`src/rtl/hilo_div_ctrl.sv`:
```
// -----------------------------------------------------------------------------
// hilo_div_ctrl
//   EX-stage owner of the HI/LO register pair.
//   - MULT/MULTU: HI/LO take the same-cycle product from the multiplier.
//   - MTHI/MTLO:  HI or LO takes rs_data. Both may be asserted together.
//   - DIV/DIVU:   launches the multi-cycle divider with a one-cycle start pulse.
//                 The pipeline stalls until the divider finishes. HI/LO then take
//                 {remainder, quotient}. A divisor of zero never reaches the
//                 divider, because the divider would never finish.
//   - MFHI/MFLO:  hi_o/lo_o show the register values. When a multiply or move
//                 is writing HI/LO in the same cycle, they show the new value.
//
// Ports
//   clk, rst                 clock; asynchronous active-high reset
//   ex_valid, flush          EX instruction valid / cancel it
//   op_*                     one-hot operation decode
//   rs_data, rt_data         operands
//   mul_result               {hi, lo} product from the multiplier
//   stall_o                  hold IF..EX this cycle
//   div_valid, div_sign,
//   div_a, div_b             divider start handshake and operands
//   div_stall, div_result    divider busy flag and {remainder, quotient}
//   hi_o, lo_o               bypassed HI/LO read values
//   div_timeout              sticky: a divide stayed busy for MAX_DIV_CYC cycles
// -----------------------------------------------------------------------------
module hilo_div_ctrl #(
  parameter int MAX_DIV_CYC  = 80,
  parameter bit DIVZERO_KEEP = 1'b1
) (
  input  logic        clk,
  input  logic        rst,
  input  logic        ex_valid,
  input  logic        op_mult,
  input  logic        op_multu,
  input  logic        op_div,
  input  logic        op_divu,
  input  logic        op_mthi,
  input  logic        op_mtlo,
  input  logic [31:0] rs_data,
  input  logic [31:0] rt_data,
  input  logic [63:0] mul_result,
  input  logic        flush,
  output logic        stall_o,
  output logic        div_valid,
  output logic        div_sign,
  output logic [31:0] div_a,
  output logic [31:0] div_b,
  input  logic        div_stall,
  input  logic [63:0] div_result,
  output logic [31:0] hi_o,
  output logic [31:0] lo_o,
  output logic        div_timeout
);

  localparam int CW = $clog2(MAX_DIV_CYC + 1);

  typedef enum logic [1:0] {IDLE, LAUNCH, BUSY} state_t;

  state_t          state, state_d;
  logic [31:0]     hi_q, lo_q, hi_d, lo_d;
  logic [31:0]     a_q, b_q;
  logic            sign_q;
  logic            cancel_q, cancel_d;
  logic [CW-1:0]   cnt_q, cnt_d;
  logic            timeout_q, timeout_d;
  logic            latch_en;
  logic            bypass;
  logic            go;
  logic            is_div;

  // A new instruction is accepted only in IDLE. The stall raised by the
  // divide being accepted must not gate its own acceptance, so the other
  // terms of stall_o are folded into the state test rather than into stall_o.
  assign go     = ex_valid & ~flush & (state == IDLE);
  assign is_div = op_div | op_divu;

  // NOTE: every signal written here gets a default first, so no path can
  // leave it unassigned and infer a latch.
  always_comb begin
    state_d   = state;
    hi_d      = hi_q;
    lo_d      = lo_q;
    cancel_d  = cancel_q;
    cnt_d     = cnt_q;
    timeout_d = timeout_q;
    stall_o   = 1'b0;
    latch_en  = 1'b0;
    bypass    = 1'b0;

    unique case (state)
      IDLE: begin
        cancel_d = 1'b0;
        cnt_d    = '0;
        if (go) begin
          if (is_div) begin
            if (rt_data != 32'd0) begin
              latch_en = 1'b1;
              stall_o  = 1'b1;
              state_d  = LAUNCH;
            end else if (!DIVZERO_KEEP) begin
              hi_d = rs_data;
              lo_d = 32'hFFFF_FFFF;
            end
          end
          if (op_mult | op_multu) begin
            hi_d   = mul_result[63:32];
            lo_d   = mul_result[31:0];
            bypass = 1'b1;
          end
          if (op_mthi) begin
            hi_d   = rs_data;
            bypass = 1'b1;
          end
          if (op_mtlo) begin
            lo_d   = rs_data;
            bypass = 1'b1;
          end
        end
      end

      LAUNCH: begin
        stall_o = 1'b1;
        state_d = BUSY;
        if (flush) cancel_d = 1'b1;
      end

      BUSY: begin
        if (flush) cancel_d = 1'b1;
        // Saturate so a divider that hangs cannot wrap the count.
        if (cnt_q != CW'(MAX_DIV_CYC)) cnt_d = cnt_q + 1'b1;
        if (cnt_q == CW'(MAX_DIV_CYC - 1)) timeout_d = 1'b1;
        if (div_stall) begin
          stall_o = 1'b1;
        end else begin
          // Result is valid now; the pipeline advances at this same edge.
          state_d = IDLE;
          cnt_d   = '0;
          if (!(cancel_q | flush)) begin
            hi_d = div_result[63:32];
            lo_d = div_result[31:0];
          end
        end
      end

      default: state_d = IDLE;
    endcase
  end

  // NOTE: sequential state uses non-blocking assignments so every register
  // samples the pre-edge values of the others.
  always_ff @(posedge clk or posedge rst) begin
    if (rst) begin
      state     <= IDLE;
      hi_q      <= '0;
      lo_q      <= '0;
      a_q       <= '0;
      b_q       <= '0;
      sign_q    <= 1'b0;
      cancel_q  <= 1'b0;
      cnt_q     <= '0;
      timeout_q <= 1'b0;
    end else begin
      state     <= state_d;
      hi_q      <= hi_d;
      lo_q      <= lo_d;
      cancel_q  <= cancel_d;
      cnt_q     <= cnt_d;
      timeout_q <= timeout_d;
      if (latch_en) begin
        a_q    <= rs_data;
        b_q    <= rt_data;
        sign_q <= op_div;
      end
    end
  end

  assign div_valid   = (state == LAUNCH);
  assign div_a       = a_q;
  assign div_b       = b_q;
  assign div_sign    = sign_q;
  assign div_timeout = timeout_q;
  assign hi_o        = bypass ? hi_d : hi_q;
  assign lo_o        = bypass ? lo_d : lo_q;

endmodule

```
`config.mk`:
```
export PLATFORM = sky130hd
export DESIGN_NAME = hilo_div_ctrl
export DESIGN_NICKNAME = d
export VERILOG_FILES = /design/src/rtl/hilo_div_ctrl.sv
export SDC_FILE = /design/constraint.sdc
export NUM_CORES = 1
export LEC_CHECK = 0
export ABC_CLOCK_PERIOD_IN_PS = 4400
export CAP_MARGIN = 20
export CORE_MARGIN = 1.5
export CORE_UTILIZATION = 30
export CTS_BUF_LIST = sky130_fd_sc_hd__clkbuf_8
export DETAILED_ROUTE_END_ITERATION = 12
export GPL_ROUTABILITY_DRIVEN = 0
export HOLD_SLACK_MARGIN = 0.06
export PLACE_DENSITY = 0.61
export SYNTH_ARGS = -nofsm -noshare
export SYNTH_HDL_FRONTEND = slang
export SYNTH_SLANG_ARGS = --single-unit
```
`constraint.sdc`:
```
create_clock -name clk -period 4.4 [get_ports clk]
set_input_delay 0.44 -clock clk [delete_from_list [all_inputs] [get_ports clk]]
set_output_delay 0.44 -clock clk [all_outputs]
set_load 0.05 [all_outputs]
```
# Yosys cells after proc, flatten, opt, wreduce, memory -nomap -nowiden
# Index checks and enable logic that the tools add are counted.
# totals
register_bits,140
latchBits,0
ramBits,0
mem_bits_ro,0
in_bits,203
out_inout_bits,132
elab_cells,70
n_memories,0
# op_classes
add_sub_neg,1
n_mul,0
div_mod_pow,0
n_lt_le_gt_ge,0
eq_ne,10
n_shift,0
n_mux,35
bitwise,6
n_reduce_logical,9
# op_table
operator,count
2-to-1 mux 32 bit,12
one-hot mux 32 bit (2 select lines),2
nonzero test 32 bit,1
2-to-1 mux 7 bit,2
one-hot mux 7 bit (2 select lines),1
2-to-1 mux 1 bit,11
2-to-1 mux 2 bit,4
adder 7 x 1 -> 7 bit (second input constant),1
equality test 7 bit (second input constant),1
inequality test 7 bit (second input constant),1
inequality test 2 bit (second input constant),3
one-hot mux 2 bit (3 select lines),1
AND reduction 2 bit,3
inequality test 2 x 1 -> 1 bit (second input constant),2
AND reduction 4 bit,1
nonzero test 2 bit,2
inequality test 3 bit (second input constant),1
bitwise OR 1 bit,3
one-hot mux 1 bit (3 select lines),1
bitwise AND 1 bit,2
equality test 2 x 1 -> 1 bit (second input constant),1
equality test 2 bit (second input constant),1
zero test 2 bit,1
one-hot mux 1 bit (2 select lines),1
2 further kinds,2

# Logic depth before layout (Yosys ltp)
# Gate-level depths: netlist of run 1.
# depth
ltp_word,7
mapped_depth,9
depth_no_buf,6

# Worst setup path before layout of run 1
# Ideal clock, no wire load.
# synth_path
path_type,register to output
from,register state[0]
to,output hi_o[23]
arrival_time_ps,2499
required_time_ps,3960
slack_ps,1461
path_stages_with_launch,8
n_path_buf,2
path_cell_list,dfrtp_1 -> inv_1 -> ha_1 -> nor4b_1 -> buf_2 -> buf_1 -> a22oi_1 -> o2bb2ai_1
# synth_via
elab_chain_len,5
elab_cells_between_ends,8
classes_between,1 x eq/ne; 5 x mux; 1 x bitwise; 1 x reduce/logical
# synth_lines
element,line,rtl
from (decl),59,"state_t state, state_d;"
from (signal assigned),163,state <= state_d;
zero test 2 bit,"74, 90",
bitwise AND 1 bit,74,assign go = ex_valid & ~flush & (state == IDLE);
2-to-1 mux 32 bit / 2-to-1 mux 1 bit (equally long branches),94,if (go) begin
one-hot mux 32 bit (2 select lines) / 2-to-1 mux 1 bit (equally long branches),90,unique case (state)
2-to-1 mux 32 bit *,182,assign hi_o = bypass ? hi_d : hi_q;
to (decl),50,"output logic [31:0] hi_o,"
# Mark *: on every way between the ends. The rest lies on a longest branch, timed or not.

# Worst setup path after layout of run 1
# layout_path
from,register state[1]
to,output lo_o[0]
# layout_via
elab_chain_len,5
elab_cells_between_ends,8
classes_between,1 x eq/ne; 5 x mux; 1 x bitwise; 1 x reduce/logical
# layout_lines
element,line,rtl
zero test 2 bit,"74, 90",
bitwise AND 1 bit,74,
2-to-1 mux 32 bit / 2-to-1 mux 1 bit (equally long branches),94,
one-hot mux 32 bit (2 select lines) / 2-to-1 mux 1 bit (equally long branches),90,
2-to-1 mux 32 bit *,183,assign lo_o = bypass ? lo_d : lo_q;
to (decl),51,"output logic [31:0] lo_o,"
# Marked as above.

==> flow_metrics.tcl, run 1 <==
set metrics [dict create \
    status "finished clean" \
    ys.flop_type "dfrtp_1" \
    busiest_layer "met2" \
    io_buffers 334 \
    synth-simple-area-share 0.130 \
    worst_setup_path_start_kind "flop" \
    async_reset_ff_frac 1.00 \
    yosys.area_share.adder 0.0107 \
    intPower_mw 4.29 \
    dieArea_sq_um 28300 \
    yosysSeqAreaShare 0.427 \
    layout_commonest_cell "clkdlybuf4s50_1" \
    syn_area_sq_um 8200 \
    coreArea_sq_um 26900 \
    most-common-layout-cells "269 x clkdlybuf4s50_1, 140 x dfrtp_1, 138 x nand2_1" \
    syn_avg_cell_area_sq_um 9.55 \
    swShare 0.521 \
    path_class "flop to output pin" \
    met2_usage 0.399 \
    fin_ws_ps 538 \
    synth_compound_area_frac 0.252 \
    drive_gt1_frac 0.136 \
    vdd_drop_max_v 0.000518 \
    clock_sinks 140 \
    place_ws_ps 967 \
    tritoncts "built" \
    hold_viol 0 \
    clock_path_buffers 2 \
    routed_wl_mm 33.7 \
    path_delay_family "simple AND/OR/NAND/NOR gates" \
    die_y_um 168 \
    synth-seq-cells 140 \
    io_pins 335 \
    cp_max_fo 64 \
    grt_pass1_wl_mm 50.6 \
    placed_area_sq_um 11700 \
    relSlewSlack 0.372 \
    finalSetupViolations 0 \
    setup_tns_ps 0 \
    grt_overflow 0 \
    power_density_nw_per_um2 743 \
    globalRouteTotalUtil 0.235 \
    final_net_count 1362 \
    numCtsBuffers 17 \
    combPwrFrac 0.627 \
    switching_power_mw 4.66 \
    grt_use_met3 0.0651 \
    fmax_mhz 259 \
    row_count 60 \
    yosys.area_share.xor_xnor 0 \
    postCtsSetupBuffers 0 \
    ctsHoldBuffers 0 \
    drc 0 \
    wl_per_cell_um 22.3 \
    cts-root-buf "clkbuf_8" \
    final_cells 1512 \
    grt_start_max_net_pins 90 \
    cpPeakStageDelay_ps 560 \
    whs_ps 484 \
    post-route-min-period_ps 3860 \
    path_buf_inv 3 \
    drt-pass1-iter-count 6 \
    vias 8213 \
    syn-num-nets 1068 \
    grt_pass1_vias 8233 \
    p_clk_frac 0.116 \
    cts_resized 0 \
    hold_path_class "flop to flop" \
    ant_nets 0 \
    worstMarginPinSlew_ps 943 \
    p_leak_nw 5.30 \
    hpwl_mm 24.0 \
    vias_per_cell 5.43 \
    met1_usage 0.279 \
    period_share 0.878 \
    clock_skew_ps 11.6 \
    placed_cells 1474 \
    rsz0062_at_grt "no" \
    clkLatencyLatePin_ps 450 \
    antenna_found_initial 8 \
    die_x_um 168 \
    synth.area.mux_share 0.132 \
    cp.required_ps 3960 \
    drt_iter0_markers 646 \
    maxSlewViolCount 0 \
    synthCells 858 \
    stdcell_area_sq_um 12100 \
    synth_top_family_by_area "compound AO/OA/AOI/OAI gates" \
    synth_edf_count 0 \
    crit_arrival_ps 3420 \
    crit_path_top_delay_cell "nand2b_4" \
    start_util 0.305 \
    post_synth_num_cell_types 47 \
    cp-end-kind "output pin" \
    path_cells "inv_1 > ha_1 > nor2_2 > or4b_1 > buf_4 > nand2b_4 > a22o_1 > buf_4" \
    htreeDepth 4 \
    yosys_warnings 0 \
    pwr-share-seq 0.257 \
    path_common_cell "buf_4" \
    maxCapViolCount 0 \
    clkTransAtPathRegs_ps 90 \
    syn_to_final_growth_pct 47.1 \
]
per-stage QoR:
stage | utilization | power (mW)
after floorplan | - | 6.06
after global placement | 0.434 | 7.88
after detailed placement | 0.434 | 7.95
after CTS | 0.448 | 9.03
after global routing | 0.448 | 9.45
final | 0.449 | 8.96
cell families (layout without fill, tap and decap cells):
logic type | Yosys count | count (layout)
adder cells (fa/ha/maj) | 7 | 7
multiplexers | 100 | 100
other | 0 | 6
AO/OA/AOI/OAI | 279 | 279
flip-flops | 140 | 140
buffers and inverters | 88 | 395
AND/OR/NAND/NOR | 244 | 244
power groups by stage:
stage	clock (mW)	sequential (mW)	combinational, mW
finish	1.04	2.30	5.61
global route	1.14	2.38	5.93
CTS	1.09	2.30	5.64
detailed placement	0	2.32	5.63
global placement	0	2.30	5.58
floorplan	0	3.30	2.76
worst register-to-register path: cells and delay by family, from the launching register on:
kind	cells	cell delay [ps]
compound gates	2	590
fa+ha+maj	1	330
buf+inv	2	540
flops	1	440
simple gates	1	450
sequential cells by signal, indices dropped and copies added, names as in the netlist:
signal	count
lo_q	32
cnt_q	7
div_a	32
cancel_q	1
div_sign	1
state	2
div_b	32
hi_q	32
div_timeout	1
worst paths after layout:
check / from / depth (start not counted) / slack (ps) / to
setup / recovery: state[1] / 8 / 540 / lo_o[0]
hold / removal: div_timeout / 1 / 480 / div_timeout
setup reg to reg: state[1] / 6 / 1990 / lo_q[10]
hold reg to reg: div_timeout / 1 / 480 / div_timeout
max in group asynchronous: rst / 3 / 3080 / div_a[14]
min in group asynchronous: rst / 2 / 530 / div_b[18]
synthesized netlist by cell type, types with 2 or more instances:
| library cell | count | share of area |
|---|---|---|
| mux2_1 | 34 | 0.047 |
| mux2i_1 | 35 | 0.043 |
| or3_1 | 2 | 0.0015 |
| a22o_1 | 32 | 0.034 |
| nor2b_1 | 4 | 0.0031 |
| a22oi_1 | 32 | 0.029 |
| and2_1 | 2 | 0.0015 |
| o21ai_0 | 40 | 0.024 |
| o21a_1 | 32 | 0.029 |
| nor2_1 | 36 | 0.016 |
| nand2b_1 | 3 | 0.0023 |
| nand3_1 | 37 | 0.023 |
| ha_1 | 7 | 0.011 |
| buf_2 | 8 | 0.0049 |
| clkbuf_1 | 55 | 0.025 |
| mux2_2 | 31 | 0.043 |
| a21oi_1 | 4 | 0.0024 |
| a21o_1 | 33 | 0.030 |
| nor4_1 | 8 | 0.0061 |
| o2111ai_1 | 4 | 0.0043 |
| buf_1 | 8 | 0.0037 |
| nand2_1 | 138 | 0.063 |
| inv_1 | 8 | 0.0037 |
| buf_6 | 4 | 0.0055 |
| nand4_1 | 2 | 0.0015 |
| or2_2 | 2 | 0.0015 |
| a211oi_1 | 32 | 0.029 |
| o31ai_1 | 32 | 0.029 |
| buf_4 | 4 | 0.0037 |
| o2bb2ai_1 | 33 | 0.035 |
| dfrtp_1 | 140 | 0.43 |
layer usage:
| layer | share of wire | vias up |
|---|---|---|
| met5 | 0.00077 | - |
| met4 | 0.031 | 4 |
| met3 | 0.084 | 66 |
| met2 | 0.48 | 412 |
| met1 | 0.40 | 3977 |
| li1 | - | 3754 |
final cells by class:
cell class / count / area [sq um]
Timing Repair Buffer: 354 / 3350
Multi-Input combinational cell: 630 / 4340
Tap cell: 341 / 427
Inverter: 9 / 38.8
Sequential cell: 140 / 3500
Antenna cell: 6 / 15.0
Clock buffer: 19 / 262
Clock inverter: 13 / 120
Fill cell: 2596 / 14800
Power figures use the tool's default switching activity.
==> inputs of run 2 (changes only) <==
==> config.mk (replaced) <==
export PLATFORM = sky130hd
export DESIGN_NAME = hilo_div_ctrl
export DESIGN_NICKNAME = d
export VERILOG_FILES = /design/src/rtl/hilo_div_ctrl.sv
export SDC_FILE = /design/constraint.sdc
export NUM_CORES = 1
export LEC_CHECK = 0
export ABC_CLOCK_PERIOD_IN_PS = 4200
export CAP_MARGIN = 20
export CORE_MARGIN = 1.5
export CORE_UTILIZATION = 23
export CTS_BUF_LIST = sky130_fd_sc_hd__clkbuf_8
export DETAILED_ROUTE_END_ITERATION = 12
export GPL_ROUTABILITY_DRIVEN = 0
export HOLD_SLACK_MARGIN = 0.06
export PLACE_DENSITY = 0.47
export SYNTH_ARGS = -nofsm -noshare
export SYNTH_HDL_FRONTEND = slang
export SYNTH_SLANG_ARGS = --single-unit
==> constraint.sdc (replaced) <==
create_clock -name clk -period 4.2 [get_ports clk]
set_input_delay 0.42 -clock clk [delete_from_list [all_inputs] [get_ports clk]]
set_output_delay 0.42 -clock clk [all_outputs]
set_load 0.05 [all_outputs]
==> run 2 against run 1 <==
Effect of this change:
- global-route usage is 3.8 points lower
- combinational power grew 5.5%
- first-iteration DRC count down 35%
- via count decreased by 1.4%
- cell count up 7.1%
- total power increased by 5.1%
- sequential power up 3%
- register-to-register slack lost 150 ps
- die area increased by 30%
==> flow_metrics.tcl, run 2 (same netlist as run 1, synthesis figures left out) <==
set metrics [dict create \
    postCtsSetupBuffers 0 \
    cp-end-kind "output pin" \
    cp.required_ps 3780 \
    syn_to_final_growth_pct 48.8 \
    die_x_um 192 \
    routed_wl_mm 36.5 \
    clock_sinks 140 \
    grt_pass1_wl_mm 53.6 \
    antenna_found_initial 2 \
    status "finished clean" \
    grt_start_max_net_pins 77 \
    clock_path_buffers 2 \
    p_leak_nw 5.29 \
    grt_use_met3 0.0672 \
    numCtsBuffers 17 \
    path_buf_inv 3 \
    drt-pass1-iter-count 5 \
    layout_commonest_cell "clkdlybuf4s50_1" \
    drive_gt1_frac 0.137 \
    met1_usage 0.240 \
    start_util 0.236 \
    crit_arrival_ps 3250 \
    post-route-min-period_ps 3670 \
    row_count 68 \
    worstMarginPinSlew_ps 917 \
    maxSlewViolCount 0 \
    hold_path_class "input pin to asynchronous set/reset pin" \
    most-common-layout-cells "267 x clkdlybuf4s50_1, 140 x dfrtp_1, 138 x nand2_1" \
    io_pins 335 \
    path_cells "inv_1 > ha_1 > nand3b_1 > buf_12 > a21oi_4 > nand2b_4 > a22o_1 > buf_4" \
    dieArea_sq_um 36800 \
    clock_skew_ps 15.5 \
    cpPeakStageDelay_ps 510 \
    path_delay_family "simple AND/OR/NAND/NOR gates" \
    relSlewSlack 0.389 \
    htreeDepth 4 \
    rsz0062_at_grt "no" \
    period_share 0.875 \
    cts-root-buf "clkbuf_8" \
    io_buffers 334 \
    met2_usage 0.332 \
    globalRouteTotalUtil 0.198 \
    hpwl_mm 25.8 \
    clkTransAtPathRegs_ps 100 \
    fmax_mhz 272 \
    path_class "flop to output pin" \
    setup_tns_ps 0 \
    grt_pass1_vias 8203 \
    whs_ps 397 \
    drt_iter0_markers 423 \
    die_y_um 192 \
    vias 8094 \
    finalSetupViolations 0 \
    placed_cells 1587 \
    crit_path_top_delay_cell "nand2b_4" \
    clkLatencyLatePin_ps 480 \
    cts_resized 0 \
    maxCapViolCount 0 \
    power_density_nw_per_um2 772 \
    grt_overflow 0 \
    p_total_mw 9.42 \
    tritoncts "built" \
    busiest_layer "met2" \
    vias_per_cell 5.00 \
    coreArea_sq_um 34800 \
    drc 0 \
    ctsHoldBuffers 0 \
    worst_setup_path_start_kind "flop" \
    final_net_count 1361 \
    hold_viol 0 \
    cp_max_fo 66 \
    wl_per_cell_um 22.5 \
    ant_nets 0 \
    final_cells 1620 \
    vdd_drop_max_v 0.000482 \
]
run 2: changes by cell type in the layout (fill, tap and decap cells not counted), moves of 2 or more:
cell	change
inv_8	-3
buf_12	+2
diode_2	-5
clkinv_2	+3
inv_6	-4
buf_4	-2
clkdlybuf4s50_1	-2
clkinvlp_4	+4
run 2: report_power, final:
group	internal, mW	switching (mW)	total (mW)	leakage, nW
Combinational	2.05	3.87	5.92	3.41
Sequential	1.98	0.398	2.38	1.70
Clock	0.500	0.615	1.12	0.181
run 2: worst paths after layout:
path	from	endpoint	slack, ps	cells after the start
max	state[1]	lo_o[0]	530	8
min	rst	hi_q[21]	400	2
max reg2reg	state[0]	hi_q[20]	1840	8
min reg2reg	div_a[3]	div_a[3]	490	1
max in group asynchronous	rst	lo_q[29]	2880	3
min in group clk	div_a[3]	div_a[3]	490	1
run 2: cell type report:
cell class                 instances  area [sq um]
tap                              455           569
inverter                           9          38.8
timing repair buffer             353          3360
antenna                            1          2.50
multi-input combinational        630          4340
clock buffer                      19           262
fill                            3604         22600
clock inverter                    13           118
sequential                       140          3500
run 2: worst register-to-register path, stage by stage, from the launching register on:
cell and delay (ps):
dfrtp_1 430, inv_1 120, ha_1 330, nor4b_2 370, buf_12 310, nor2_2 210, buf_4 260, nand2_1 150
nand2_1 60
run 2: through the flow:
| step | worst slack, ps | util | area [sq um] |
|---|---|---|---|
| 6_report | 526 | 0.350 | 12200 |
| 5_1_grt | 359 | 0.350 | 12200 |
| 4_1_cts | 492 | 0.350 | 12200 |
| 3_5_place_dp | 932 | 0.339 | 11800 |
| 3_3_place_gp | 942 | 0.339 | 11800 |
| 2_1_floorplan | 27.1 | - | 8200 |
run 2: per-layer routing:
| metal | vias up | part of all wire |
|---|---|---|
| li1 | 3758 | - |
| met1 | 3972 | 0.42 |
| met2 | 328 | 0.48 |
| met3 | 34 | 0.088 |
| met4 | 2 | 0.016 |
| met5 | - | 0.00022 |
==> inputs of run 3 (changes only) <==
--- a/config.mk
+++ b/config.mk
@@ -11,7 +11,7 @@
 export CORE_UTILIZATION = 23
 export CTS_BUF_LIST = sky130_fd_sc_hd__clkbuf_8
 export DETAILED_ROUTE_END_ITERATION = 12
-export GPL_ROUTABILITY_DRIVEN = 0
+export GPL_ROUTABILITY_DRIVEN = 1
 export HOLD_SLACK_MARGIN = 0.06
 export PLACE_DENSITY = 0.47
 export SYNTH_ARGS = -nofsm -noshare
==> results of run 3 <==
Same layout as run 2: the final DEF is identical, and so are final timing and power.
